## config.mk

```make
export PLATFORM = sky130hd
export DESIGN_NAME = overlay_status_ctrl
export DESIGN_NICKNAME = d
export VERILOG_FILES = /design/src/rtl/overlay_status_ctrl.sv
export SDC_FILE = /design/constraint.sdc
export NUM_CORES = 1
export LEC_CHECK = 0
export CAP_MARGIN = 0
export CORE_ASPECT_RATIO = 0.75
export CORE_MARGIN = 2
export CORE_UTILIZATION = 48
export CTS_BUF_LIST = sky130_fd_sc_hd__clkbuf_16
export CTS_CLUSTER_DIAMETER = 200
export DETAILED_ROUTE_END_ITERATION = 16
export HOLD_SLACK_MARGIN = 0.1
export PLACE_DENSITY = 0.81
export SYNTH_ARGS = -nofsm -noshare
export SYNTH_HDL_FRONTEND = slang
export SYNTH_SLANG_ARGS = --single-unit
```

## constraint.sdc

```tcl
create_clock -name pclk -period 2.1 [get_ports pclk]
set_input_delay 0.42 -clock pclk [delete_from_list [all_inputs] [get_ports pclk]]
set_output_delay 0.42 -clock pclk [all_outputs]
set_load 0.01 [all_outputs]
```

## src/rtl/overlay_status_ctrl.sv

```systemverilog
`default_nettype none
// ============================================================================
// Module      : overlay_status_ctrl
// Description : Schedules face-detection runs, filters detector results with
//               hit/miss hysteresis and publishes frame-synchronous overlay
//               status (detected_flag, continuous) to the draw stage.
// Revision    : 1.0 - initial release
// ============================================================================
module overlay_status_ctrl #(
  parameter int HIT_THRESH     = 2,
  parameter int MISS_THRESH    = 3,
  parameter int TIMEOUT_FRAMES = 4
) (
  input  logic        pclk,
  input  logic        rst,
  input  logic        vsync_in,
  input  logic        mode_btn,
  input  logic        trigger_btn,
  input  logic        det_valid,
  input  logic        det_hit,
  output logic        det_start,
  output logic        busy,
  output logic        detected_flag,
  output logic        continuous,
  output logic [15:0] det_count
);

  localparam logic [3:0] C_HIT_MAX  = 4'(HIT_THRESH);
  localparam logic [3:0] C_MISS_MAX = 4'(MISS_THRESH);
  localparam logic [7:0] C_TIMEOUT  = 8'(TIMEOUT_FRAMES);

  typedef enum logic [0:0] {
    ST_IDLE = 1'b0,
    ST_RUN  = 1'b1
  } state_t;

  state_t      r_state;
  state_t      w_state_nxt;
  logic        r_vsync_d;
  logic        w_fs;
  logic        r_mode_req;
  logic        r_armed;
  logic [7:0]  r_frame_cnt;
  logic [7:0]  w_frame_cnt_nxt;
  logic [3:0]  r_hit_cnt;
  logic [3:0]  r_miss_cnt;
  logic [3:0]  w_hit_inc;
  logic [3:0]  w_miss_inc;
  logic        r_det_state;
  logic        w_start;
  logic        w_result;
  logic        w_result_hit;
  logic        r_det_start;
  logic        r_detected_flag;
  logic        r_continuous;
  logic [15:0] r_det_count;

  // Frame start is the rising edge of vsync against its one-cycle delayed copy.
  assign w_fs = vsync_in & ~r_vsync_d;

  // Saturating increments used by the hysteresis filter.
  assign w_hit_inc  = (r_hit_cnt  >= C_HIT_MAX)  ? C_HIT_MAX  : r_hit_cnt  + 4'd1;
  assign w_miss_inc = (r_miss_cnt >= C_MISS_MAX) ? C_MISS_MAX : r_miss_cnt + 4'd1;

  // Scheduler state register and run frame counter.
  always_ff @(posedge pclk) begin
    if (rst) begin
      r_state     <= ST_IDLE;
      r_frame_cnt <= 8'd0;
    end else begin
      r_state     <= w_state_nxt;
      r_frame_cnt <= w_frame_cnt_nxt;
    end
  end

  // Scheduler next-state: start on a frame start, finish on a result or timeout.
  always_comb begin
    w_state_nxt     = r_state;
    w_frame_cnt_nxt = r_frame_cnt;
    w_start         = 1'b0;
    w_result        = 1'b0;
    w_result_hit    = 1'b0;
    case (r_state)
      ST_IDLE: begin
        if (w_fs && (r_mode_req || r_armed)) begin
          w_state_nxt     = ST_RUN;
          w_start         = 1'b1;
          w_frame_cnt_nxt = 8'd0;
        end
      end
      ST_RUN: begin
        // A real result takes priority over a timeout on the same edge.
        if (det_valid) begin
          w_result     = 1'b1;
          w_result_hit = det_hit;
          w_state_nxt  = ST_IDLE;
        end else if (w_fs) begin
          if (r_frame_cnt + 8'd1 == C_TIMEOUT) begin
            w_result     = 1'b1;
            w_result_hit = 1'b0;
            w_state_nxt  = ST_IDLE;
          end else begin
            w_frame_cnt_nxt = r_frame_cnt + 8'd1;
          end
        end
      end
      default: w_state_nxt = ST_IDLE;
    endcase
  end

  // Mode request toggle and single-deep trigger request.
  always_ff @(posedge pclk) begin
    if (rst) begin
      r_vsync_d  <= 1'b0;
      r_mode_req <= 1'b0;
      r_armed    <= 1'b0;
    end else begin
      r_vsync_d <= vsync_in;
      if (mode_btn) begin
        r_mode_req <= ~r_mode_req;
      end
      // A trigger on the same edge as a consume/clear is kept as a new request.
      if (trigger_btn) begin
        r_armed <= 1'b1;
      end else if ((w_start || mode_btn) && !r_mode_req) begin
        r_armed <= 1'b0;
      end
    end
  end

  // Hit/miss hysteresis and completed-run counter.
  always_ff @(posedge pclk) begin
    if (rst) begin
      r_hit_cnt   <= 4'd0;
      r_miss_cnt  <= 4'd0;
      r_det_state <= 1'b0;
      r_det_count <= 16'd0;
    end else if (w_result) begin
      r_det_count <= r_det_count + 16'd1;
      if (w_result_hit) begin
        r_miss_cnt <= 4'd0;
        r_hit_cnt  <= w_hit_inc;
        if (w_hit_inc == C_HIT_MAX) begin
          r_det_state <= 1'b1;
        end
      end else begin
        r_hit_cnt  <= 4'd0;
        r_miss_cnt <= w_miss_inc;
        if (w_miss_inc == C_MISS_MAX) begin
          r_det_state <= 1'b0;
        end
      end
    end
  end

  // Registered outputs; overlay status only moves at frame start.
  always_ff @(posedge pclk) begin
    if (rst) begin
      r_det_start     <= 1'b0;
      r_detected_flag <= 1'b0;
      r_continuous    <= 1'b0;
    end else begin
      r_det_start <= w_start;
      if (w_fs) begin
        r_detected_flag <= r_det_state;
        r_continuous    <= r_mode_req;
      end
    end
  end

  assign det_start     = r_det_start;
  assign busy          = (r_state == ST_RUN);
  assign detected_flag = r_detected_flag;
  assign continuous    = r_continuous;
  assign det_count     = r_det_count;

endmodule
`default_nettype wire
```

Word level (Yosys, flattened, before mapping)
Cells that the tools add are included.
W data, S select, Z words.
- register bits after elaboration: 40
- bits of input ports: 7
- word-level logic and storage cells: 65
- output and inout bits: 20
- eq/ne operators: 8
- order comparisons: 2
- reductions and logical operators: 9
- add/subtract/negate cells: 4
- mux-type cells: 26
- bitwise logic cells: 4
- operators by type and width (kind ; number):
    $mux W8 ; 4
    $add A16 B1 Y16 const B ; 1
    $mux W1 ; 16
    $mux W4 ; 4
    $pmux W8 S2 ; 1
    $add A4 B1 Y4 const B ; 2
    $add A8 B1 Y8 const B ; 1
    $eq A4 B2 Y1 const B ; 2
    $eq A8 B3 Y1 const B ; 1
    $ge A4 B2 Y1 const B ; 2
    $ne A2 B2 Y1 const B ; 3
    $ne A2 B1 Y1 const B ; 2
    $reduce_and A4 Y1 ; 1
    $reduce_bool A2 Y1 ; 2
    $not A1 Y1 ; 3
    $reduce_and A3 Y1 ; 1
    $logic_and A1 B1 Y1 ; 2
    $logic_or A1 B1 Y1 ; 2
    $pmux W1 S2 ; 1
    $and A1 B1 Y1 ; 1
    $logic_not A1 Y1 ; 1

Longest topological paths before layout
- depth in word-level cells: 9
- depth in mapped cells: 7
- mapped depth without buffers: 6

Least setup slack after synthesis
No wires, ideal clock.
- path kind: reg-to-reg
- start point: reg r_frame_cnt[2]
- end point: reg r_det_count[14], in the netlist det_count[14]
- period minus slack after synthesis: 1844 ps
- library setup time: 121 ps
- arrival: 1723 ps
- setup slack: 256 ps
- required time: 1979 ps
- path buffers: 1
- stages on the path, launching flop included: 7
- path through: dfxtp_1 > and4_1 > a211oi_2 > o211ai_2 > buf_2 > a21oi_1 > mux2_2
- cells in the longest elaborated chain, start to end: 6
- ends and longest elaborated chain (what ; line ; text):
    start: declaration ; 43 ; logic [7:0] r_frame_cnt;
    start signal: assignment ; 72 ; r_frame_cnt <= w_frame_cnt_nxt;
    $add A8 B1 Y8 ; 98 ; if (r_frame_cnt + 8'd1 == C_TIMEOUT) begin
    $eq A8 B3 Y1 ; 98 ;
    $mux W1 ; 98 ;
    $mux W1 ; 97 ; end else if (w_fs) begin
    $mux W1 ; 93 ; if (det_valid) begin
    $mux W1 ; 83 ; case (r_state)
    end signal: assignment ; 139 ; r_det_count <= r_det_count + 16'd1;
    end: declaration ; 56 ; logic [15:0] r_det_count;
No other way between the ends.
A chain may end at the register's enable or synchronous reset.

Final worst setup path
- start point: reg r_frame_cnt[0]
- end point: reg r_det_count[11], in the netlist det_count[11]
The elaborated chain is that of the path after synthesis.

==> out/results.ini <==
[power_and_ir_drop]
p_leak_nw = 0.940
vdd_drop_max_mv = 0.445
total_power_mw = 1.74
powerDensity_nw_per_um2 = 667

[route]
antenna_left = 0
dr.first_iter.drc_count = 113
drc = 0
first_pass_iters = 4
routedWlPerCell_um = 14.2
routed_via_density = 5.79
drt-total-wl_um = 4700
vias = 1917

[yosys]
synth.area.mux_share = 0.0768
synthXorXnorAreaFrac = 0.00854
yosysWarnings = 0
synth_compound_area_frac = 0.180
synth_ff_type = dfxtp_1
synth_edf_count = 0
netlist_instances = 243
syn_area_per_cell_um2 = 8.44
synth_top_family_by_area = simple AND/OR/NAND/NOR gates
yosysUniqueCellTypes = 42
async_flop_share = 0
yosysSeqAreaShare = 0.390
synthSimpleGateAreaFrac = 0.283
netlist_area_um2 = 2050
synthAdderAreaFrac = 0.0305
synth_nets = 255
synth_seq_cells = 40

[clock_tree]
tritoncts = done
path_clk_slew_ns = 0.06
numCtsBuffers = 5
cts-htree-levels = 2
cts-root-buf = clkbuf_16
clk_latency_ns = 0.28
cts_sinks = 40
clk_path_buf_depth = 2

[global_routing]
overflow = 0
antenna_found_initial = 0
grt_use_total = 0.222
grt_pass1_wl_um = 8200
grt_start_max_net_pins = 55
first_global_vias = 1757

[worst_setup_path]
crit_buf_inv = 0
path_cells = and4_2 -> and4_4 -> o2111ai_1 -> a21oi_1 -> mux2_2
crit_family = simple AND/OR/NAND/NOR gates
critPathKind = reg2reg
worstSetupEndpointType = flip-flop
critPathLaunch = r_frame_cnt[0]$_SDFFE_PP0P_
reg2reg_from = r_frame_cnt[0]$_SDFFE_PP0P_
crit_fanout = 5
cp.required_ns = 2.27
slowest_delay_ns = 0.42
worst_setup_path_start_kind = flip-flop
cp_slowest_cell = dfxtp_1
critPathArrivalTime_ns = 2.18

[die]
pin_count = 27
std_cell_rows = 20
start_util = 0.503
fp.dieH_um = 60.6
die_x_um = 79.5
core-area_um2 = 4080
die_area_um2 = 4820

[timing]
slew_violations = 0
fin_crit_sh = 0.955
fin_setup_tns_ns = 0
worst_slew_pin_slew_ns = 0.554
whs_ns = 0.452
min_period_ns = 2.01
finClkSkew_ns = 0.00525
finalHoldViolCount = 0
rsz0062_at_grt = no
setup_violations = 0
fmax_ghz = 0.498
slew_headroom = 0.628

[cells_and_area]
area_growth_pct = 26.8
fin_nets = 287
num_antenna_cells = 0
drive_gt1_frac = 0.138

[place]
gp_congestion = 0.893
dp_hpwl_um = 3230
port_buffers = 26

[outcome]
status = finished, final reports clean

[run]
maxCapViolCount = 0

[min_path]
min-delay-path-class = reg2reg
min_from = detected_flag$_SDFFE_PP0P_

[stage by stage]
stage	cells	area, um^2	setup slack [ns]	utilization
2_1_floorplan	243	2050	0.256	-
3_3_place_gp	323	2430	-0.0698	0.596
3_5_place_dp	323	2430	-0.120	0.596
4_1_cts	331	2590	0.0770	0.636
5_1_grt	331	2600	0.0352	0.638
6_report	331	2600	0.0935	0.638
[synthesized netlist by cell type, types with 3 or more instances]
library cell	instances	area, um^2
and3_1	5	31.3
inv_1	3	11.3
o21ai_0	8	40.0
nor2b_1	19	119
nand3_1	13	65.1
a21oi_1	23	115
nand4_1	8	50.1
nand2_1	15	56.3
buf_2	3	15.0
clkbuf_1	9	33.8
ha_1	5	62.6
and4_1	3	26.3
o211ai_1	6	45.0
a31oi_1	6	37.5
mux2_2	14	158
dfxtp_1	40	801
and2_1	4	25.0
nor3_1	6	30.0
or4_1	3	22.5
nor3b_1	3	22.5
nor2_1	22	82.6
[layer usage]
| metal | track usage | wire, um | share of wire | up-vias |
|---|---|---|---|---|
| met5 | 0 | 0 | 0 | - |
| met4 | 0.0665 | 35 | 0.0074 | 0 |
| met3 | 0.0699 | 245 | 0.052 | 4 |
| met2 | 0.339 | 2090 | 0.44 | 48 |
| met1 | 0.306 | 2330 | 0.50 | 909 |
| li1 | - | - | - | 956 |
[final cells by class]
| type | count | area (um^2) |
|---|---|---|
| fillers | 354 | 1480 |
| multi-input cells | 187 | 1200 |
| flip-flops and latches | 40 | 801 |
| repair buffers | 38 | 363 |
| clock buffers | 5 | 125 |
| well taps | 55 | 68.8 |
| clock inverters | 3 | 37.5 |
| inverters | 3 | 11.3 |
[path summary, 6_finish.rpt]
check,end,slack [ns],depth (start not counted)
hold / removal,detected_flag$_SDFFE_PP0P_,0.45,2
setup / recovery,det_count[11]$_SDFFE_PP0P_,0.09,5
setup reg to reg,det_count[11]$_SDFFE_PP0P_,0.09,5
hold reg to reg,detected_flag$_SDFFE_PP0P_,0.45,2
[state kept, by name (all words and copies together), names as in the netlist]
register	flops
r_armed	1
det_start	1
busy	1
r_hit_cnt	4
detected_flag	1
r_mode_req	1
r_vsync_d	1
r_miss_cnt	4
r_det_state	1
r_frame_cnt	8
continuous	1
det_count	16
[repair_timing]
item,CTS,global route
hold buffers,0,0
setup buffers,0,0
setup endpoints to repair,0,4
endpoints found under the hold margin,0,0
resized for setup,0,3
[report_power, final]
group / leakage (nW) / total [mW] / internal [mW] / switching [mW]
sequential: 0.323 / 0.784 / 0.771 / 0.0136
clock: 0.0789 / 0.844 / 0.552 / 0.292
combinational: 0.538 / 0.108 / 0.0492 / 0.0587
[worst register-to-register path, cell delays in order, from the launching register on]
cell and delay, ns:
dfxtp_1 0.42, and4_2 0.33, and4_4 0.27, o2111ai_1 0.29, a21oi_1 0.24, mux2_2 0.34
[cell usage in the layout, fill, tap and decap left out, drive strengths merged]
cell	Yosys	routed
nand2	15	15
ha	5	5
o21bai	1	1
nand2b	1	1
a211o	1	1
mux2	14	14
nor2b	19	19
a31oi	6	6
nor2	22	22
xnor2	2	2
and2	4	4
clkinv	0	2
nand3	13	13
nor4	1	1
a211oi	2	2
o211ai	7	7
and3	5	5
inv	3	3
a311oi	2	2
dfxtp	40	40
or2	1	1
bufinv	0	1
a31o	1	1
clkbuf	9	5
o211a	1	1
a21oi	23	23
nor3	6	6
nand4	8	8
o2111ai	1	1
nand3b	1	1
and4	4	4
clkdlybuf4s50	0	26
a21boi	2	2
or4	3	3
buf	4	12
nor3b	3	3
a221o	1	1
o21a	1	1
or3	2	2
o21ai	9	9
[cell families (layout without fill, tap and decap cells)]
family | count (synthesis) | count (layout)
adders and majority gates | 5 | 5
AOI/OAI and AO/OA | 58 | 58
xor gates and xnor gates | 2 | 2
DFF | 40 | 40
and+or+nand+nor | 108 | 108
buffers and inverters | 16 | 49
muxes | 14 | 14
Note: power is estimated with default switching activity, not from simulation.
